==> src/rtl/mips_pkg.sv <==
// Shared MIPS pipeline definitions: data/register widths, the
// memory-stage FSM encoding and the word-alignment mask.
package mips_pkg;

    localparam int DATA_W = 32;
    localparam int REG_W  = 5;

    // Low address bits that must be zero for a word access
    localparam logic [1:0] ALIGN_MASK = 2'b11;

    typedef enum logic {
        IDLE   = 1'b0,
        ACCESS = 1'b1
    } mem_state_t;

endpackage

==> src/rtl/mem_stage_if.sv <==
// Data-memory req/ack port.
// master (stage): dmem_req/we/addr/wdata out; dmem_ack/rdata in.
interface mem_stage_if;
    import mips_pkg::*;

    logic              dmem_req;
    logic              dmem_we;
    logic [DATA_W-1:0] dmem_addr;
    logic [DATA_W-1:0] dmem_wdata;
    logic              dmem_ack;
    logic [DATA_W-1:0] dmem_rdata;

    modport master (
        output dmem_req, dmem_we, dmem_addr, dmem_wdata,
        input  dmem_ack, dmem_rdata
    );

    modport slave (
        input  dmem_req, dmem_we, dmem_addr, dmem_wdata,
        output dmem_ack, dmem_rdata
    );

endinterface

==> src/rtl/mem_stage_wb.sv <==
// MEM/WB pipeline register. i_bubble holds data fields and clears
// control; i_kill captures data but clears control (misaligned op).
module mem_wb_reg
    import mips_pkg::*;
(
    input  logic              clk,
    input  logic              rst_n,
    input  logic              i_bubble,
    input  logic              i_kill,
    input  logic              i_reg_write,
    input  logic              i_mem_to_reg,
    input  logic [REG_W-1:0]  i_dest,
    input  logic [DATA_W-1:0] i_alu,
    input  logic [DATA_W-1:0] i_rdata,
    output logic              o_reg_write,
    output logic              o_mem_to_reg,
    output logic [REG_W-1:0]  o_dest,
    output logic [DATA_W-1:0] o_alu,
    output logic [DATA_W-1:0] o_rdata
);

    always_ff @(posedge clk or negedge rst_n) begin
        if (!rst_n) begin
            o_reg_write  <= 1'b0;
            o_mem_to_reg <= 1'b0;
            o_dest       <= '0;
            o_alu        <= '0;
            o_rdata      <= '0;
        end else if (i_bubble) begin
            o_reg_write  <= 1'b0;
            o_mem_to_reg <= 1'b0;
        end else begin
            o_reg_write  <= i_reg_write & ~i_kill;
            o_mem_to_reg <= i_mem_to_reg & ~i_kill;
            o_dest       <= i_dest;
            o_alu        <= i_alu;
            o_rdata      <= i_rdata;
        end
    end

endmodule

==> src/rtl/mem_stage.sv <==
// MIPS memory stage: branch decision, variable-latency dmem access
// with timeout, pipeline stall, MEM/WB register, sticky error flag.
module mem_stage
    import mips_pkg::*;
#(
    parameter int TIMEOUT = 16,
    parameter int CNT_W   = 5
) (
    input  logic              clk,
    input  logic              rst_n,
    input  logic              Branch,
    input  logic              MemRead,
    input  logic              MemWrite,
    input  logic              MemtoReg,
    input  logic              RegWrite,
    input  logic              zero,
    input  logic [REG_W-1:0]  destinationRegister,
    input  logic [DATA_W-1:0] ALUResult,
    input  logic [DATA_W-1:0] readData2,
    mem_stage_if.master       dmem,
    output logic              PCSrc,
    output logic              stall,
    output logic              RegWriteOUT,
    output logic              MemtoRegOUT,
    output logic [REG_W-1:0]  destinationRegisterOUT,
    output logic [DATA_W-1:0] ALUResultOUT,
    output logic [DATA_W-1:0] readDataOUT,
    output logic              memError
);

    mem_state_t        r_state;
    mem_state_t        w_next;
    logic [CNT_W-1:0]  r_cnt;
    logic [CNT_W-1:0]  w_cnt_nxt;
    logic              w_mem;
    logic              w_misal;
    logic              w_access;
    logic              w_abort;
    logic              w_req;
    logic              w_rd_done;
    logic              w_err_set;
    logic [DATA_W-1:0] w_rdata;

    assign PCSrc    = Branch & zero;

    assign w_mem    = MemRead | MemWrite;
    assign w_misal  = w_mem & (|(ALUResult[1:0] & ALIGN_MASK));
    assign w_access = w_mem & ~w_misal;

    // Abort does not look at ack: the request is withdrawn in
    // this cycle, so an ack here would not belong to it.
    assign w_abort  = (r_state == ACCESS)
                    & (r_cnt == CNT_W'(TIMEOUT - 1));

    // Combinational so a zero-wait memory costs no stall
    assign w_req    = rst_n & w_access & ~w_abort;
    assign stall    = w_req & ~dmem.dmem_ack;

    assign dmem.dmem_req   = w_req;
    assign dmem.dmem_we    = w_req & MemWrite;
    assign dmem.dmem_addr  = w_req ? ALUResult : '0;
    assign dmem.dmem_wdata = w_req ? readData2 : '0;

    // Write wins when both MemRead and MemWrite are set
    assign w_rd_done = w_req & dmem.dmem_ack
                     & MemRead & ~MemWrite;
    assign w_rdata   = w_rd_done ? dmem.dmem_rdata : '0;

    always_comb begin
        w_next    = r_state;
        w_cnt_nxt = r_cnt;
        w_err_set = w_misal;
        unique case (r_state)
            IDLE: begin
                if (w_req & ~dmem.dmem_ack) begin
                    w_next    = ACCESS;
                    w_cnt_nxt = CNT_W'(1);
                end
            end
            ACCESS: begin
                if (w_abort) begin
                    w_next    = IDLE;
                    w_cnt_nxt = '0;
                    w_err_set = 1'b1;
                end else if (~w_access | dmem.dmem_ack) begin
                    w_next    = IDLE;
                    w_cnt_nxt = '0;
                end else begin
                    w_cnt_nxt = r_cnt + CNT_W'(1);
                end
            end
            default: begin
                w_next    = IDLE;
                w_cnt_nxt = '0;
            end
        endcase
    end

    always_ff @(posedge clk or negedge rst_n) begin
        if (!rst_n) begin
            r_state  <= IDLE;
            r_cnt    <= '0;
            memError <= 1'b0;
        end else begin
            r_state  <= w_next;
            r_cnt    <= w_cnt_nxt;
            memError <= memError | w_err_set;
        end
    end

    mem_wb_reg u_mem_wb (
        .clk          (clk),
        .rst_n        (rst_n),
        .i_bubble     (stall),
        .i_kill       (w_misal),
        .i_reg_write  (RegWrite),
        .i_mem_to_reg (MemtoReg),
        .i_dest       (destinationRegister),
        .i_alu        (ALUResult),
        .i_rdata      (w_rdata),
        .o_reg_write  (RegWriteOUT),
        .o_mem_to_reg (MemtoRegOUT),
        .o_dest       (destinationRegisterOUT),
        .o_alu        (ALUResultOUT),
        .o_rdata      (readDataOUT)
    );

endmodule

==> src/flat_wrapper.sv <==
// flat-port wrapper written by rule: the top's interface ports become plain ports
module mem_stage_flat import mips_pkg::*;
#(
    parameter int TIMEOUT = 16,
    parameter int CNT_W   = 5
)
  (clk, rst_n, Branch, MemRead, MemWrite, MemtoReg, RegWrite, zero, destinationRegister, ALUResult, readData2, PCSrc, stall, RegWriteOUT, MemtoRegOUT, destinationRegisterOUT, ALUResultOUT, readDataOUT, memError, dmem_dmem_req, dmem_dmem_we, dmem_dmem_addr, dmem_dmem_wdata, dmem_dmem_ack, dmem_dmem_rdata);
  mem_stage_if dmem_i ();
  input  logic clk;
  input  logic rst_n;
  input  logic Branch;
  input  logic MemRead;
  input  logic MemWrite;
  input  logic MemtoReg;
  input  logic RegWrite;
  input  logic zero;
  input  logic [REG_W-1:0] destinationRegister;
  input  logic [DATA_W-1:0] ALUResult;
  input  logic [DATA_W-1:0] readData2;
  output logic PCSrc;
  output logic stall;
  output logic RegWriteOUT;
  output logic MemtoRegOUT;
  output logic [REG_W-1:0] destinationRegisterOUT;
  output logic [DATA_W-1:0] ALUResultOUT;
  output logic [DATA_W-1:0] readDataOUT;
  output logic memError;
  output wire logic [$bits(dmem_i.dmem_req)-1:0] dmem_dmem_req;
  output wire logic [$bits(dmem_i.dmem_we)-1:0] dmem_dmem_we;
  output wire logic [$bits(dmem_i.dmem_addr)-1:0] dmem_dmem_addr;
  output wire logic [$bits(dmem_i.dmem_wdata)-1:0] dmem_dmem_wdata;
  input wire logic [$bits(dmem_i.dmem_ack)-1:0] dmem_dmem_ack;
  input wire logic [$bits(dmem_i.dmem_rdata)-1:0] dmem_dmem_rdata;
  assign dmem_dmem_req = dmem_i.dmem_req;
  assign dmem_dmem_we = dmem_i.dmem_we;
  assign dmem_dmem_addr = dmem_i.dmem_addr;
  assign dmem_dmem_wdata = dmem_i.dmem_wdata;
  assign dmem_i.dmem_ack = dmem_dmem_ack;
  assign dmem_i.dmem_rdata = dmem_dmem_rdata;
  mem_stage #(.TIMEOUT(TIMEOUT), .CNT_W(CNT_W)) u_core (.clk(clk), .rst_n(rst_n), .Branch(Branch), .MemRead(MemRead), .MemWrite(MemWrite), .MemtoReg(MemtoReg), .RegWrite(RegWrite), .zero(zero), .destinationRegister(destinationRegister), .ALUResult(ALUResult), .readData2(readData2), .dmem(dmem_i), .PCSrc(PCSrc), .stall(stall), .RegWriteOUT(RegWriteOUT), .MemtoRegOUT(MemtoRegOUT), .destinationRegisterOUT(destinationRegisterOUT), .ALUResultOUT(ALUResultOUT), .readDataOUT(readDataOUT), .memError(memError));
endmodule
==> config.mk <==
export PLATFORM = sky130hd
export DESIGN_NAME = mem_stage_flat
export DESIGN_NICKNAME = d
export VERILOG_FILES = /design/src/rtl/mips_pkg.sv /design/src/rtl/mem_stage_if.sv /design/src/rtl/mem_stage_wb.sv /design/src/rtl/mem_stage.sv /design/src/flat_wrapper.sv
export SDC_FILE = /design/constraint.sdc
export NUM_CORES = 1
export LEC_CHECK = 0
export ABC_AREA = 1
export CAP_MARGIN = 25
export CORE_ASPECT_RATIO = 1.4
export CORE_MARGIN = 2
export CORE_UTILIZATION = 36
export DETAILED_ROUTE_END_ITERATION = 12
export PLACE_DENSITY = 0.91
export SYNTH_ARGS = -nofsm -noshare
export SYNTH_HDL_FRONTEND = slang
export SYNTH_SLANG_ARGS = --single-unit
==> constraint.sdc <==
create_clock -name clk -period 1.9 [get_ports clk]
set_input_delay 0.285 -clock clk [delete_from_list [all_inputs] [get_ports clk]]
set_output_delay 0.285 -clock clk [all_outputs]
set_load 0.01 [all_outputs]
==> impl_results.md <==
* Synth top area share at 0.523
* Worst skew pair latency at 340 ps
* CTS Sinks at 78
* Register-to-Register Path Depth at 15
* Async SR Flop Fraction at 1.00
* Largest registers: u_core.u_mem_wb.o_alu (32), u_core.u_mem_wb.o_rdata (32)
* DP Wirelength at 9200 um
* CP Max Fanout at 6
* Worst reg-to-reg setup slack at -210 ps
* Dpl cell area at 6360 sq um
* Final net count at 854
* Mapped Avg Cell Area at 8.02 sq um
* Post-Layout Inst Area at 7480 sq um
* Clock transition at path regs at 60 ps
* DR vias at 4250
* Vias in the first global route at 4393
* Fmax at 430 MHz
* YS warnings at 0
* Num CTS Buffers at 9
* Max Slew Vio Count at 0
* IO Port Bufs at 247
* CTS max path bufs at 2
* Worst EP arrival at 2040 ps
* Critical path class: flip-flop to primary output
* Setup TNS at -30960 ps
* First-pass GRT wire length at 21900 um
* Count of cell types in the netlist at 26
* Post-synth top area cell: dfrtp_1
* Htree depth at 3
* Most numerous cell in the Yosys netlist: nand2_1
* HP Class: input pin to asynchronous set/reset pin
* Die Ht at 124 um
* # setup viols final at 136
* Initial antenna violation count at 0
* Post-synthesis cell count at 465
* Final setup margin at -426 ps
* # fillers at 715
* Leak at 3.62 nW
* Status: complete, but fails checks
* RSZ-0062 raised after global routing: yes
* Rows at 44
* Failing checks: setup timing
* Tmin final at 2330 ps
* Final Hold Viols at 0
* CTS tree: yes
* Layout cells sized above 1 at 0.289
* Critical Path End Type: primary output
* Drt wl/cell at 17.2 um
* Max-Cap Viols at 0
* Chip width at 90.0 um
* Yosys reg bits at 78
* DR vias/cell at 4.80
* Root buf cell: clkbuf_16
* Worst EP required at 1620 ps
* GR Util All Layers at 0.248
* ANT nets after route at 0
* Sequential share of the synthesized area at 0.523
* Reg2reg end: u_core.u_mem_wb.o_alu[16]$_DFFE_PN0N_
* Most instantiated cells after synthesis: 119 x nand2_1, 78 x dfrtp_1, 72 x inv_1
* Clk_skew at 8.82 ps
* WL final at 15300 um
* Initial DRC count at 226
* Worst IR Drop VDD at 0.000518 V
* N_diodes at 0
* Starting Density at 0.364
* # IOs at 250
* Final Cycle Share at 1.22
* Routability-driven placement congestion ratio at 0.808
* Synth-to-Final Area Change at 101%
* Main synth FF type: dfrtp_1
* Remaining DRCs at 0
* Area of the die at 11200 sq um
* Synth area leaders: dfrtp_1 52%, nand2_1 12%, inv_1 7.2%
* CP startpoint kind: flip-flop
* Area of the core at 10200 sq um
* Total grt overflow at 0
* DRT Pass-1 Iters at 6
* Number of enable flip-flop cells after synthesis at 0
* P per Cell Area at 603 nW/um^2
* Reg-to-Reg Start: u_core.r_cnt[0]$_DFFE_PN0P_
* Largest net degree at the start of global routing at 79
* Syn Std Cell Area at 3730 sq um
==> cell families (layout without fill, tap and decap cells) <==
logic type,count (synthesis),in the layout,share of synthesized area
xor+xnor,2,2,0.00470
flops,78,78,0.523
simple gates,247,247,0.279
other cells,1,2,0.00101
buf+inv,103,384,0.133
fa+ha+maj,2,2,0.00671
compound gates,32,32,0.0530
==> cell type report <==
cell class	count	area (sq um)	share of cell area
tap	138	173	0.0231
clock inverter	7	97.6	0.0130
clock buffer	9	225	0.0301
multi-input combinational	285	1650	0.220
timing repair buffer	291	3090	0.413
sequential	78	1950	0.261
inverter	77	297	0.0396
==> cell usage in the layout, fill, tap and decap left out <==
| cell | instances |
|---|---|
| a21oi_1 | 1 |
| buf_12 | 7 |
| buf_16 | 11 |
| buf_2 | 24 |
| buf_4 | 20 |
| buf_6 | 45 |
| bufinv_16 | 2 |
| clkbuf_16 | 11 |
| clkdlybuf4s50_1 | 181 |
| clkinv_1 | 1 |
| clkinv_2 | 2 |
| clkinv_4 | 1 |
| clkinvlp_4 | 1 |
| conb_1 | 2 |
| dfrtp_1 | 78 |
| dlygate4sd3_1 | 1 |
| ha_2 | 2 |
| inv_1 | 72 |
| inv_2 | 2 |
| inv_4 | 1 |
| inv_6 | 1 |
| inv_8 | 1 |
| nand2_1 | 117 |
| nand2_2 | 13 |
| nand2_8 | 1 |
| nand3_1 | 42 |
| nand3_4 | 1 |
| nand4_1 | 1 |
| nor2_1 | 13 |
| nor2_2 | 19 |
| nor2_4 | 40 |
| o21ai_0 | 1 |
| o21ai_1 | 19 |
| o21ai_2 | 11 |
| xnor2_1 | 1 |
| xor2_1 | 1 |
==> per-layer routing <==
metal,track usage,part of all wire,vias to the layer above
li1,-,-,1950
met1,0.259,0.34,2025
met2,0.468,0.57,228
met3,0.0563,0.058,47
met4,0.104,0.038,0
met5,0,0,-
==> power by group <==
part           total, mW  switching [mW]  internal [mW]
logic              0.881           0.385          0.496
clock network       1.86           0.705           1.16
registers           1.77          0.0430           1.72
==> through the flow <==
| stage | hold WS [ps] | total power [mW] | cells | worst slack, ps | util |
|---|---|---|---|---|---|
| 2_1_floorplan | -10.6 | 2.01 | 466 | 75.1 | - |
| 3_3_place_gp | 453 | 2.50 | 845 | -400 | 0.622 |
| 3_5_place_dp | 458 | 2.52 | 845 | -480 | 0.622 |
| 4_1_cts | 262 | 4.45 | 877 | -391 | 0.680 |
| 5_1_grt | 464 | 4.70 | 885 | -519 | 0.731 |
| 6_report | 457 | 4.51 | 885 | -426 | 0.731 |
==> critical path, cell delays in order, from the launching register on <==
cell and delay (ps):
dfrtp_1 390, ha_2 200, nand2_2 60, nor2_2 40, ha_2 190, nand2_2 80
nand2_2 70, inv_4 80, nand2_8 80, buf_12 150, clkbuf_16 160, nor2_2 80
buf_2 130
==> timing repair <==
action	4_1_cts	5_1_grt
hold buffers	0	1
pin swaps	8	4
cloned	9	2
setup buffers	7	4
endpoints found under the hold margin	0	8
gates resized for setup	336	94
setup endpoints to repair	135	140
==> worst max-delay path by stage <==
stage	from	endpoint	slack [ps]	cells past startpoint
after floorplan	u_core.r_cnt[0]$_DFFE_PN0P_	dmem_dmem_addr[10]	80	10
after global placement	u_core.r_cnt[0]$_DFFE_PN0P_	dmem_dmem_we	-400	11
after detailed placement	u_core.r_cnt[0]$_DFFE_PN0P_	dmem_dmem_addr[18]	-480	11
after CTS	u_core.r_cnt[1]$_DFFE_PN0P_	dmem_dmem_addr[18]	-390	12
after global routing	u_core.r_cnt[0]$_DFFE_PN0P_	dmem_dmem_wdata[26]	-520	12
final	u_core.r_cnt[0]$_DFFE_PN0P_	dmem_dmem_wdata[10]	-430	12
Note: power is estimated with default switching activity, not from simulation.
